--- src/rtl/mcycle_pkg.sv ---
// Shared encodings for the multicycle RISC-V control unit: opcodes, FSM states,
// ALU control codes and datapath mux selects.
package mcycle_pkg;

    typedef enum logic [6:0] {
        OP_R    = 7'b0110011,
        OP_IALU = 7'b0010011,
        OP_LW   = 7'b0000011,
        OP_SW   = 7'b0100011,
        OP_BR   = 7'b1100011,
        OP_JAL  = 7'b1101111,
        OP_JALR = 7'b1100111,
        OP_LUI  = 7'b0110111
    } opcode_e;

    typedef enum logic [3:0] {
        S_FETCH    = 4'd0,
        S_DECODE   = 4'd1,
        S_MEMADR   = 4'd2,
        S_MEMREAD  = 4'd3,
        S_MEMWB    = 4'd4,
        S_MEMWRITE = 4'd5,
        S_EXECR    = 4'd6,
        S_EXECI    = 4'd7,
        S_ALUWB    = 4'd8,
        S_JAL      = 4'd9,
        S_JALR     = 4'd10,
        S_LUI      = 4'd11,
        S_BRANCH   = 4'd12,
        S_TRAP     = 4'd13,
        S_JALR2    = 4'd14
    } state_e;

    // How the ALU operation is chosen in a given state.
    typedef enum logic [1:0] {
        ALUM_ADD   = 2'd0,
        ALUM_SUB   = 2'd1,
        ALUM_FUNCT = 2'd2
    } alu_mode_e;

    localparam logic [3:0] ALU_ADD = 4'b0000;
    localparam logic [3:0] ALU_SUB = 4'b0001;
    localparam logic [3:0] ALU_AND = 4'b0010;
    localparam logic [3:0] ALU_OR  = 4'b0011;
    localparam logic [3:0] ALU_XOR = 4'b0100;
    localparam logic [3:0] ALU_SLT = 4'b0101;
    localparam logic [3:0] ALU_SLL = 4'b0110;
    localparam logic [3:0] ALU_SRL = 4'b0111;
    localparam logic [3:0] ALU_SRA = 4'b1000;

    localparam logic [2:0] IMM_I = 3'b000;
    localparam logic [2:0] IMM_S = 3'b001;
    localparam logic [2:0] IMM_B = 3'b010;
    localparam logic [2:0] IMM_J = 3'b011;
    localparam logic [2:0] IMM_U = 3'b100;

    localparam logic [1:0] SRCA_PC    = 2'b00;
    localparam logic [1:0] SRCA_OLDPC = 2'b01;
    localparam logic [1:0] SRCA_RD1   = 2'b10;
    localparam logic [1:0] SRCA_ZERO  = 2'b11;

    localparam logic [1:0] SRCB_RD2  = 2'b00;
    localparam logic [1:0] SRCB_IMM  = 2'b01;
    localparam logic [1:0] SRCB_FOUR = 2'b10;

    localparam logic [1:0] RES_ALUOUT    = 2'b00;
    localparam logic [1:0] RES_DATA      = 2'b01;
    localparam logic [1:0] RES_ALURESULT = 2'b10;

    function automatic logic [2:0] imm_src_of(input logic [6:0] op);
        case (op)
            OP_SW:   return IMM_S;
            OP_BR:   return IMM_B;
            OP_JAL:  return IMM_J;
            OP_LUI:  return IMM_U;
            default: return IMM_I;
        endcase
    endfunction

endpackage

--- src/rtl/mcycle_aludec.sv ---
// Combinational ALU operation decode from the FSM's ALU mode and funct fields.
module mcycle_aludec
    import mcycle_pkg::*;
(
    input  alu_mode_e   alu_mode,
    input  logic        op5,
    input  logic [2:0]  funct3,
    input  logic        funct7b5,
    output logic [3:0]  alu_control
);

    // NOTE: every output of an always_comb gets a default first so no path can infer a latch.
    always_comb begin
        alu_control = ALU_ADD;
        case (alu_mode)
            ALUM_SUB: alu_control = ALU_SUB;
            ALUM_FUNCT: begin
                case (funct3)
                    3'b000:  alu_control = (funct7b5 && op5) ? ALU_SUB : ALU_ADD;
                    3'b001:  alu_control = ALU_SLL;
                    3'b010:  alu_control = ALU_SLT;
                    3'b100:  alu_control = ALU_XOR;
                    3'b101:  alu_control = funct7b5 ? ALU_SRA : ALU_SRL;
                    3'b110:  alu_control = ALU_OR;
                    3'b111:  alu_control = ALU_AND;
                    default: alu_control = ALU_ADD;
                endcase
            end
            default: alu_control = ALU_ADD;
        endcase
    end

endmodule

--- src/rtl/mcycle_ctrl_v2.sv ---
// Multicycle RISC-V control FSM with memory-wait timeout and fault register.
// Define MCTRL_BRANCH_EXT_EN to add bne/blt/bge on top of beq.
module mcycle_ctrl_v2
    import mcycle_pkg::*;
#(
    parameter int MAX_WAIT  = 15,
    parameter int TRAP_HALT = 1
) (
    input  logic        clk,
    input  logic        reset,
    input  logic [6:0]  op,
    input  logic [2:0]  funct3,
    input  logic        funct7b5,
    input  logic        Zero,
    input  logic        Lt,
    input  logic        MemReady,
    output logic [2:0]  ImmSrc,
    output logic [1:0]  ALUSrcA,
    output logic [1:0]  ALUSrcB,
    output logic [1:0]  ResultSrc,
    output logic        AdrSrc,
    output logic [3:0]  ALUControl,
    output logic        IRWrite,
    output logic        PCWrite,
    output logic        RegWrite,
    output logic        MemWrite,
    output logic        MemReq,
    output logic        Fault
);

    localparam logic [7:0] WAIT_LAST = 8'(MAX_WAIT - 1);

    state_e      state_q, state_d;
    logic [7:0]  wait_q, wait_d;
    logic        fault_q, fault_d;
    alu_mode_e   alu_mode;
    logic        br_legal, br_taken, mem_wait_state;

`ifdef MCTRL_BRANCH_EXT_EN
    always_comb begin
        br_legal = funct3 inside {3'b000, 3'b001, 3'b100, 3'b101};
        case (funct3)
            3'b001:  br_taken = ~Zero;
            3'b100:  br_taken = Lt;
            3'b101:  br_taken = ~Lt;
            default: br_taken = Zero;
        endcase
    end
`else
    logic unused_lt;
    assign unused_lt = Lt;
    assign br_legal  = (funct3 == 3'b000);
    assign br_taken  = Zero;
`endif

    always_comb begin
        state_d = state_q;
        case (state_q)
            S_FETCH: begin
                if (MemReady)                state_d = S_DECODE;
                else if (wait_q == WAIT_LAST) state_d = S_TRAP;
            end
            S_DECODE: begin
                case (op)
                    OP_LW, OP_SW: state_d = S_MEMADR;
                    OP_R:         state_d = S_EXECR;
                    OP_IALU:      state_d = S_EXECI;
                    OP_JAL:       state_d = S_JAL;
                    OP_JALR:      state_d = S_JALR;
                    OP_LUI:       state_d = S_LUI;
                    OP_BR:        state_d = br_legal ? S_BRANCH : S_TRAP;
                    default:      state_d = S_TRAP;
                endcase
            end
            S_MEMADR: state_d = (op == OP_SW) ? S_MEMWRITE : S_MEMREAD;
            S_MEMREAD: begin
                if (MemReady)                state_d = S_MEMWB;
                else if (wait_q == WAIT_LAST) state_d = S_TRAP;
            end
            S_MEMWRITE: begin
                if (MemReady)                state_d = S_FETCH;
                else if (wait_q == WAIT_LAST) state_d = S_TRAP;
            end
            S_EXECR, S_EXECI, S_JAL, S_LUI:      state_d = S_ALUWB;
            S_JALR:                              state_d = S_JALR2;
            S_MEMWB, S_ALUWB, S_BRANCH, S_JALR2: state_d = S_FETCH;
            S_TRAP:  state_d = (TRAP_HALT != 0) ? S_TRAP : S_FETCH;
            default: state_d = S_FETCH;
        endcase

        // The counter restarts on every state entry, so each access gets a fresh budget.
        mem_wait_state = state_q inside {S_FETCH, S_MEMREAD, S_MEMWRITE};
        if (state_d != state_q)              wait_d = '0;
        else if (mem_wait_state && !MemReady) wait_d = wait_q + 8'd1;
        else                                  wait_d = wait_q;

        if (TRAP_HALT != 0) fault_d = fault_q | (state_d == S_TRAP);
        else                fault_d = (state_d == S_TRAP);
    end

    // NOTE: sequential state uses non-blocking assignments so all flops update together.
    always_ff @(posedge clk or posedge reset) begin
        if (reset) begin
            state_q <= S_FETCH;
            wait_q  <= '0;
            fault_q <= 1'b0;
        end else begin
            state_q <= state_d;
            wait_q  <= wait_d;
            fault_q <= fault_d;
        end
    end

    always_comb begin
        ImmSrc    = imm_src_of(op);
        ALUSrcA   = SRCA_PC;
        ALUSrcB   = SRCB_RD2;
        ResultSrc = RES_ALUOUT;
        AdrSrc    = 1'b0;
        alu_mode  = ALUM_ADD;
        IRWrite   = 1'b0;
        PCWrite   = 1'b0;
        RegWrite  = 1'b0;
        MemWrite  = 1'b0;
        MemReq    = 1'b0;
        case (state_q)
            S_FETCH: begin
                MemReq    = 1'b1;
                ALUSrcB   = SRCB_FOUR;
                ResultSrc = RES_ALURESULT;
                IRWrite   = MemReady;
                PCWrite   = MemReady;
            end
            S_DECODE: begin
                ALUSrcA = SRCA_OLDPC;
                ALUSrcB = SRCB_IMM;
            end
            S_MEMADR: begin
                ALUSrcA = SRCA_RD1;
                ALUSrcB = SRCB_IMM;
            end
            S_MEMREAD: begin
                MemReq = 1'b1;
                AdrSrc = 1'b1;
            end
            S_MEMWRITE: begin
                MemReq   = 1'b1;
                AdrSrc   = 1'b1;
                MemWrite = 1'b1;
            end
            S_MEMWB: begin
                ResultSrc = RES_DATA;
                RegWrite  = 1'b1;
            end
            S_EXECR: begin
                ALUSrcA  = SRCA_RD1;
                alu_mode = ALUM_FUNCT;
            end
            S_EXECI: begin
                ALUSrcA  = SRCA_RD1;
                ALUSrcB  = SRCB_IMM;
                alu_mode = ALUM_FUNCT;
            end
            S_ALUWB: RegWrite = 1'b1;
            S_JAL: begin
                ALUSrcA = SRCA_OLDPC;
                ALUSrcB = SRCB_FOUR;
                PCWrite = 1'b1;
            end
            S_JALR: begin
                ALUSrcA   = SRCA_RD1;
                ALUSrcB   = SRCB_IMM;
                ImmSrc    = IMM_I;
                ResultSrc = RES_ALURESULT;
                PCWrite   = 1'b1;
            end
            S_JALR2: begin
                // Link value OldPC+4 is written straight from the ALU result.
                ALUSrcA   = SRCA_OLDPC;
                ALUSrcB   = SRCB_FOUR;
                ResultSrc = RES_ALURESULT;
                RegWrite  = 1'b1;
            end
            S_LUI: begin
                ALUSrcA = SRCA_ZERO;
                ALUSrcB = SRCB_IMM;
                ImmSrc  = IMM_U;
            end
            S_BRANCH: begin
                ALUSrcA  = SRCA_RD1;
                alu_mode = ALUM_SUB;
                PCWrite  = br_taken;
            end
            default: ;
        endcase
        if (reset) begin
            IRWrite  = 1'b0;
            PCWrite  = 1'b0;
            RegWrite = 1'b0;
            MemWrite = 1'b0;
            MemReq   = 1'b0;
        end
    end

    assign Fault = fault_q;

    mcycle_aludec u_aludec (
        .alu_mode    (alu_mode),
        .op5         (op[5]),
        .funct3      (funct3),
        .funct7b5    (funct7b5),
        .alu_control (ALUControl)
    );

endmodule

--- config.mk ---
export PLATFORM = sky130hd
export DESIGN_NAME = mcycle_ctrl_v2
export DESIGN_NICKNAME = d
export VERILOG_FILES = /design/src/rtl/mcycle_pkg.sv /design/src/rtl/mcycle_aludec.sv /design/src/rtl/mcycle_ctrl_v2.sv
export SDC_FILE = /design/constraint.sdc
export NUM_CORES = 1
export LEC_CHECK = 0
export ABC_AREA = 1
export CAP_MARGIN = 10
export CORE_ASPECT_RATIO = 1.4
export CORE_UTILIZATION = 45
export DETAILED_ROUTE_END_ITERATION = 10
export PLACE_DENSITY = 0.82
export SLEW_MARGIN = 20
export SYNTH_ARGS = -nofsm -noshare
export SYNTH_HDL_FRONTEND = slang
export SYNTH_HIERARCHICAL = 1
export SYNTH_SLANG_ARGS = --single-unit
--- constraint.sdc ---
create_clock -name clk -period 2.05 [get_ports clk]
set_input_delay 0.5125 -clock clk [delete_from_list [all_inputs] [get_ports clk]]
set_output_delay 0.5125 -clock clk [all_outputs]
set_load 0.03 [all_outputs]
Word-level counts from Yosys, hierarchy flattened:

Cells that the tools add are included.

* bits in registers: 13
* output and inout port bits: 20

* reduce and logical (&&, ||, !) cells: 19
* multiplexer cells: 31
* $add $sub $neg: 1
* bitwise gates (word level): 1
* eq/ne operators: 33

Operator list (count)
* $pmux 4 s7: 2
* $eq 4x4->1 const B: 8
* $pmux 4 s8: 1
* $eq 7x6->1 const B: 3
* $eq 7x7->1 const B: 3
* $mux 4: 5
* $eq 4x3->1 const B: 4
* $mux 8: 2
* $reduce_or 3->1: 5
* $eq 3x3->1 const B: 4
* $mux 1: 12
* $pmux 2 s2: 3
* $pmux 3 s4: 1
* $reduce_or 5->1: 2
* $add 8x1->8 const B: 1
* $eq 4x2->1 const B: 2
* $eq 8x4->1 const B: 1
* $pmux 4 s2: 1
* $reduce_or 2->1: 4
* $eq 7x2->1 const B: 1
* $eq 7x5->1 const B: 1
* $pmux 2 s3: 1
* $pmux 3 s2: 1
* $eq 4x1->1 const B: 1
* 15 further kinds: 16

Depth between registers and ports, before layout:

* word-level depth: 6
* mapped depth: 15

Cells and area by module:

The synthesis kept the hierarchy.

By module, submodules not included
* mcycle_ctrl_v2: area each 1357.6 µm², cells an instance 201, times used 1
* mcycle_aludec: area each 151.4 µm², cells an instance 33, times used 1

Least setup slack after synthesis:

No wires, ideal clock.

* kind: reg-to-output
* start: register state_q[1]
* end: output port ALUControl[3]
* arrival time: 2.229 ns
* stages on the path, launching flop included: 10
* data required time: 1.537 ns
* path buffers: 1
* slack: -0.691 ns
* cells stage by stage: dfrtp_1 -> buf_6 -> nor2_2 -> inv_1 -> nor2_1 -> inv_1 -> ha_1 -> inv_1 -> nand2_1 -> nor4_1

* word-level cells in the longest chain between the ends: 5
* elaborated cells on any way between the ends: 8
* classes of those cells: eq/ne: 5; mux: 2; reduce/logical: 1

RTL lines
* start: declaration: RTL line mcycle_ctrl_v2.sv:33 `state_e state_q, state_d;`
* start signal: assignment: RTL line mcycle_ctrl_v2.sv:108 `state_q <= state_d;`
* $eq 4x3->1: RTL line mcycle_ctrl_v2.sv:126 `case (state_q)`
* $reduce_or 2->1 (no source line)
* $pmux 2 s2 *: RTL line mcycle_ctrl_v2.sv:126
* net alu_mode[0]: RTL line mcycle_ctrl_v2.sv:36 `alu_mode_e alu_mode;`
* $eq 2x2->1 or $eq 2x1->1 (tied branches): RTL line mcycle_aludec.sv:15 `case (alu_mode)`
* $pmux 4 s2 *: RTL line mcycle_aludec.sv:15
* end: declaration: RTL line mcycle_ctrl_v2.sv:22 `output logic [3:0] ALUControl,`

Mark *: on every way through the listed nets, which the timed path passes. The rest lies on a longest branch.

Worst setup path in the final report:

Ends and elaborated chain as after synthesis.

==> flow_summary.ini <==
[floorplanning]
die_w_um = 50.9
die_area_um2 = 3590
ios = 36
fp-row-count = 24
start_util_pct = 47.9
core_area_um2 = 3150
die_h_um = 70.5

[clock_tree]
cts_root_buf = clkbuf_8
cts_buffer_depth = 2
cts_htree_levels = 1
numClockSinks = 13
clock_latency_ns = 0.25
ctsHoldBuffers = 0
cts_tree = yes
numCtsBuffers = 3
path_clk_slew_ns = 0.06

[detailed_routing]
vias = 1860
drc = 0
postRouteAntennaNets = 0
first_pass_iters = 4
vias_per_cell = 5.21
wl_per_cell_um = 14.2
routed_wl_mm = 5.06
drt-initial-drc-count = 49

[setup_path]
cp_data_required_time_ns = 1.54
crit_end = ALUControl[3]
cp_slowest_stage_delay_ns = 0.44
critical_path_arrival_ns = 1.88
r2r_end = wait_q[2]$_DFFE_PP0P_
endpoint_kind = output pin
r2r_cells = 14
crit_top_cell = inv_2
r2r_slack_ns = 0.01
cp-start-kind = register
path_cells = nor2_4 -> inv_2 -> nor2_4 -> inv_2 -> ha_4 -> inv_2 -> nand2_2 -> buf_4 -> nor4_4 -> buf_6
crit_start = state_q[1]$_DFF_PP0_
critical_path.max_fanout = 3
crit_type = register to output pin
r2r-start = state_q[3]$_DFF_PP0_
cp_slowest_cell = dfrtp_2

[place]
place_hpwl_mm = 3.12
gp_congestion = 0.947
dpl.cell_count = 329
portBuffers = 34

[layout]
num_antenna_cells = 0
final_common_cell = buf_4
final_nets = 339
layout_common_cells = buf_4, nand2_1, nand2_2
drive_gt1_share_pct = 52.2
instances_no_fill = 357
synthToLayoutAreaGrowth_pct = 66.2

[synth]
ys_types = 28
yosysSeqAreaShare_pct = 21.6
syn_area_um2 = 1510
ys_ff_latch = 13
syn_area_per_cell_um2 = 6.45
synth_warnings = 6
syn_inst = 234
synth_fp_nets = 254

[timing]
worst_slack_ns = -0.340
rsz0062_at_grt = yes
fin_crit_sh_pct = 117
worst_slew_pin_slew_ns = 0.525
period_needed_ns = 2.39
fin_skew_ns = 0.00517
slew_violations = 0
finalSetupViolCount = 8
fmax_mhz = 418
slew_headroom_pct = 64.9
hold_viol_final = 0

[grt]
grt_pass1_vias = 1744
grt_util_all_layers_pct = 24.9
grt_pass1_wl_mm = 6.85
antenna_found_initial = 0
grt_max_degree = 14
grt.overflow.total = 0

[status]
failed_checks = negative setup slack
outcome = complete, but fails checks

[power_and_ir_drop]
power_density_nw_per_um2 = 1120
power_mw = 2.80
total_leakage_power_nw = 1.24
ir_drop_mv = 0.844

[job]
cap_violations = 0

[min_path]
hold_class = register to register
[cell usage after synthesis]
master,instances,share of area (%)
nand2_1,56,14
inv_1,27,6.7
nor2_1,26,6.5
nand3_1,19,6.3
nor2_2,17,7.0
dfrtp_1,13,22
nand2_2,11,4.6
a21oi_1,8,2.7
inv_2,7,1.7
nand2_4,5,3.7
nand3b_1,5,2.5
xor2_1,5,2.9
ha_1,4,3.3
nor2_4,4,3.0
nor3_1,4,1.3
buf_6,3,2.2
nand4_1,3,1.2
o21ai_0,3,0.99
a31oi_1,2,0.83
nand3_2,2,1.3
nor4_1,2,0.83
xnor2_1,2,1.2
a31o_2,1,0.58
clkinv_4,1,0.58
nand3_4,1,1.2
o211ai_1,1,0.50
o21ai_1,1,0.33
o21bai_1,1,0.50
[through the flow]
step | area [um^2] | setup TNS (ns) | utilization [%] | hold slack (ns) | setup slack (ns)
after global routing | 2510 | -2.60 | 79.5 | 0.519 | -0.391
after floorplan | 1570 | -0.141 | - | 0.389 | -0.0594
final | 2510 | -1.48 | 79.5 | 0.489 | -0.340
after detailed placement | 2070 | -3.68 | 65.6 | 0.466 | -0.288
after CTS | 2300 | -1.22 | 72.9 | 0.479 | -0.327
after global placement | 2070 | -3.27 | 65.6 | 0.468 | -0.245
[timing repair]
action | CTS | global route
pin swaps | 12 | 30
hold endpoints to repair | 0 | 0
endpoints found under the setup margin | 21 | 21
setup buffers | 16 | 13
gates resized for setup | 31 | 50
[critical path: cells and delay by family (launching register included)]
family / cells / cell delay [ns]
and+or+nand+nor: 4 / 0.49
DFF: 1 / 0.44
adders and majority gates: 1 / 0.21
buffers and inverters: 5 / 0.49
[kinds of logic after synthesis]
kind of cell / synth area share (%)
and+or+nand+nor: 53.4
DFF: 21.6
xor gates and xnor gates: 4.06
buffers and inverters: 11.3
adders and majority gates: 3.32
AOI/OAI and AO/OA: 6.38
[registers in the layout (all words and copies together) (netlist names)]
signal   count
Fault        1
state_q      4
wait_q       8
[layout make-up]
type                    count  area, um^2
clock buffers               3        41.3
inverters                  35         146
fillers                   210         646
repair buffers             83         707
well taps                  39        48.8
flip-flops and latches     13         329
clock inverters             1        5.00
multi-input cells         183        1230
[layer usage]
layer / track usage (%) / share of wire [%] / wire, um / up-vias
met5: 0 / 0 / 0 / -
met4: 14.2 / 4.6 / 231 / 0
met3: 3.05 / 3.7 / 186 / 24
met2: 49.6 / 57 / 2890 / 65
met1: 22.4 / 35 / 1740 / 864
li1: - / - / - / 907
[power breakdown]
group	internal (mW)	total [mW]	switching, mW	leakage (nW)
clock	0.134	0.229	0.0946	0.0255
sequential	0.305	0.357	0.0515	0.169
combinational	0.907	2.21	1.31	1.05
[how the worst min path moves through the flow]
stage,from,endpoint,cells past startpoint
final,Fault$_DFF_PP0_,Fault$_DFF_PP0_,1
after global routing,Fault$_DFF_PP0_,Fault$_DFF_PP0_,1
after CTS,Fault$_DFF_PP0_,Fault$_DFF_PP0_,1
after detailed placement,Fault$_DFF_PP0_,Fault$_DFF_PP0_,1
after global placement,Fault$_DFF_PP0_,Fault$_DFF_PP0_,1
after floorplan,reset,Fault$_DFF_PP0_,1
Power figures use the tool's default switching activity.
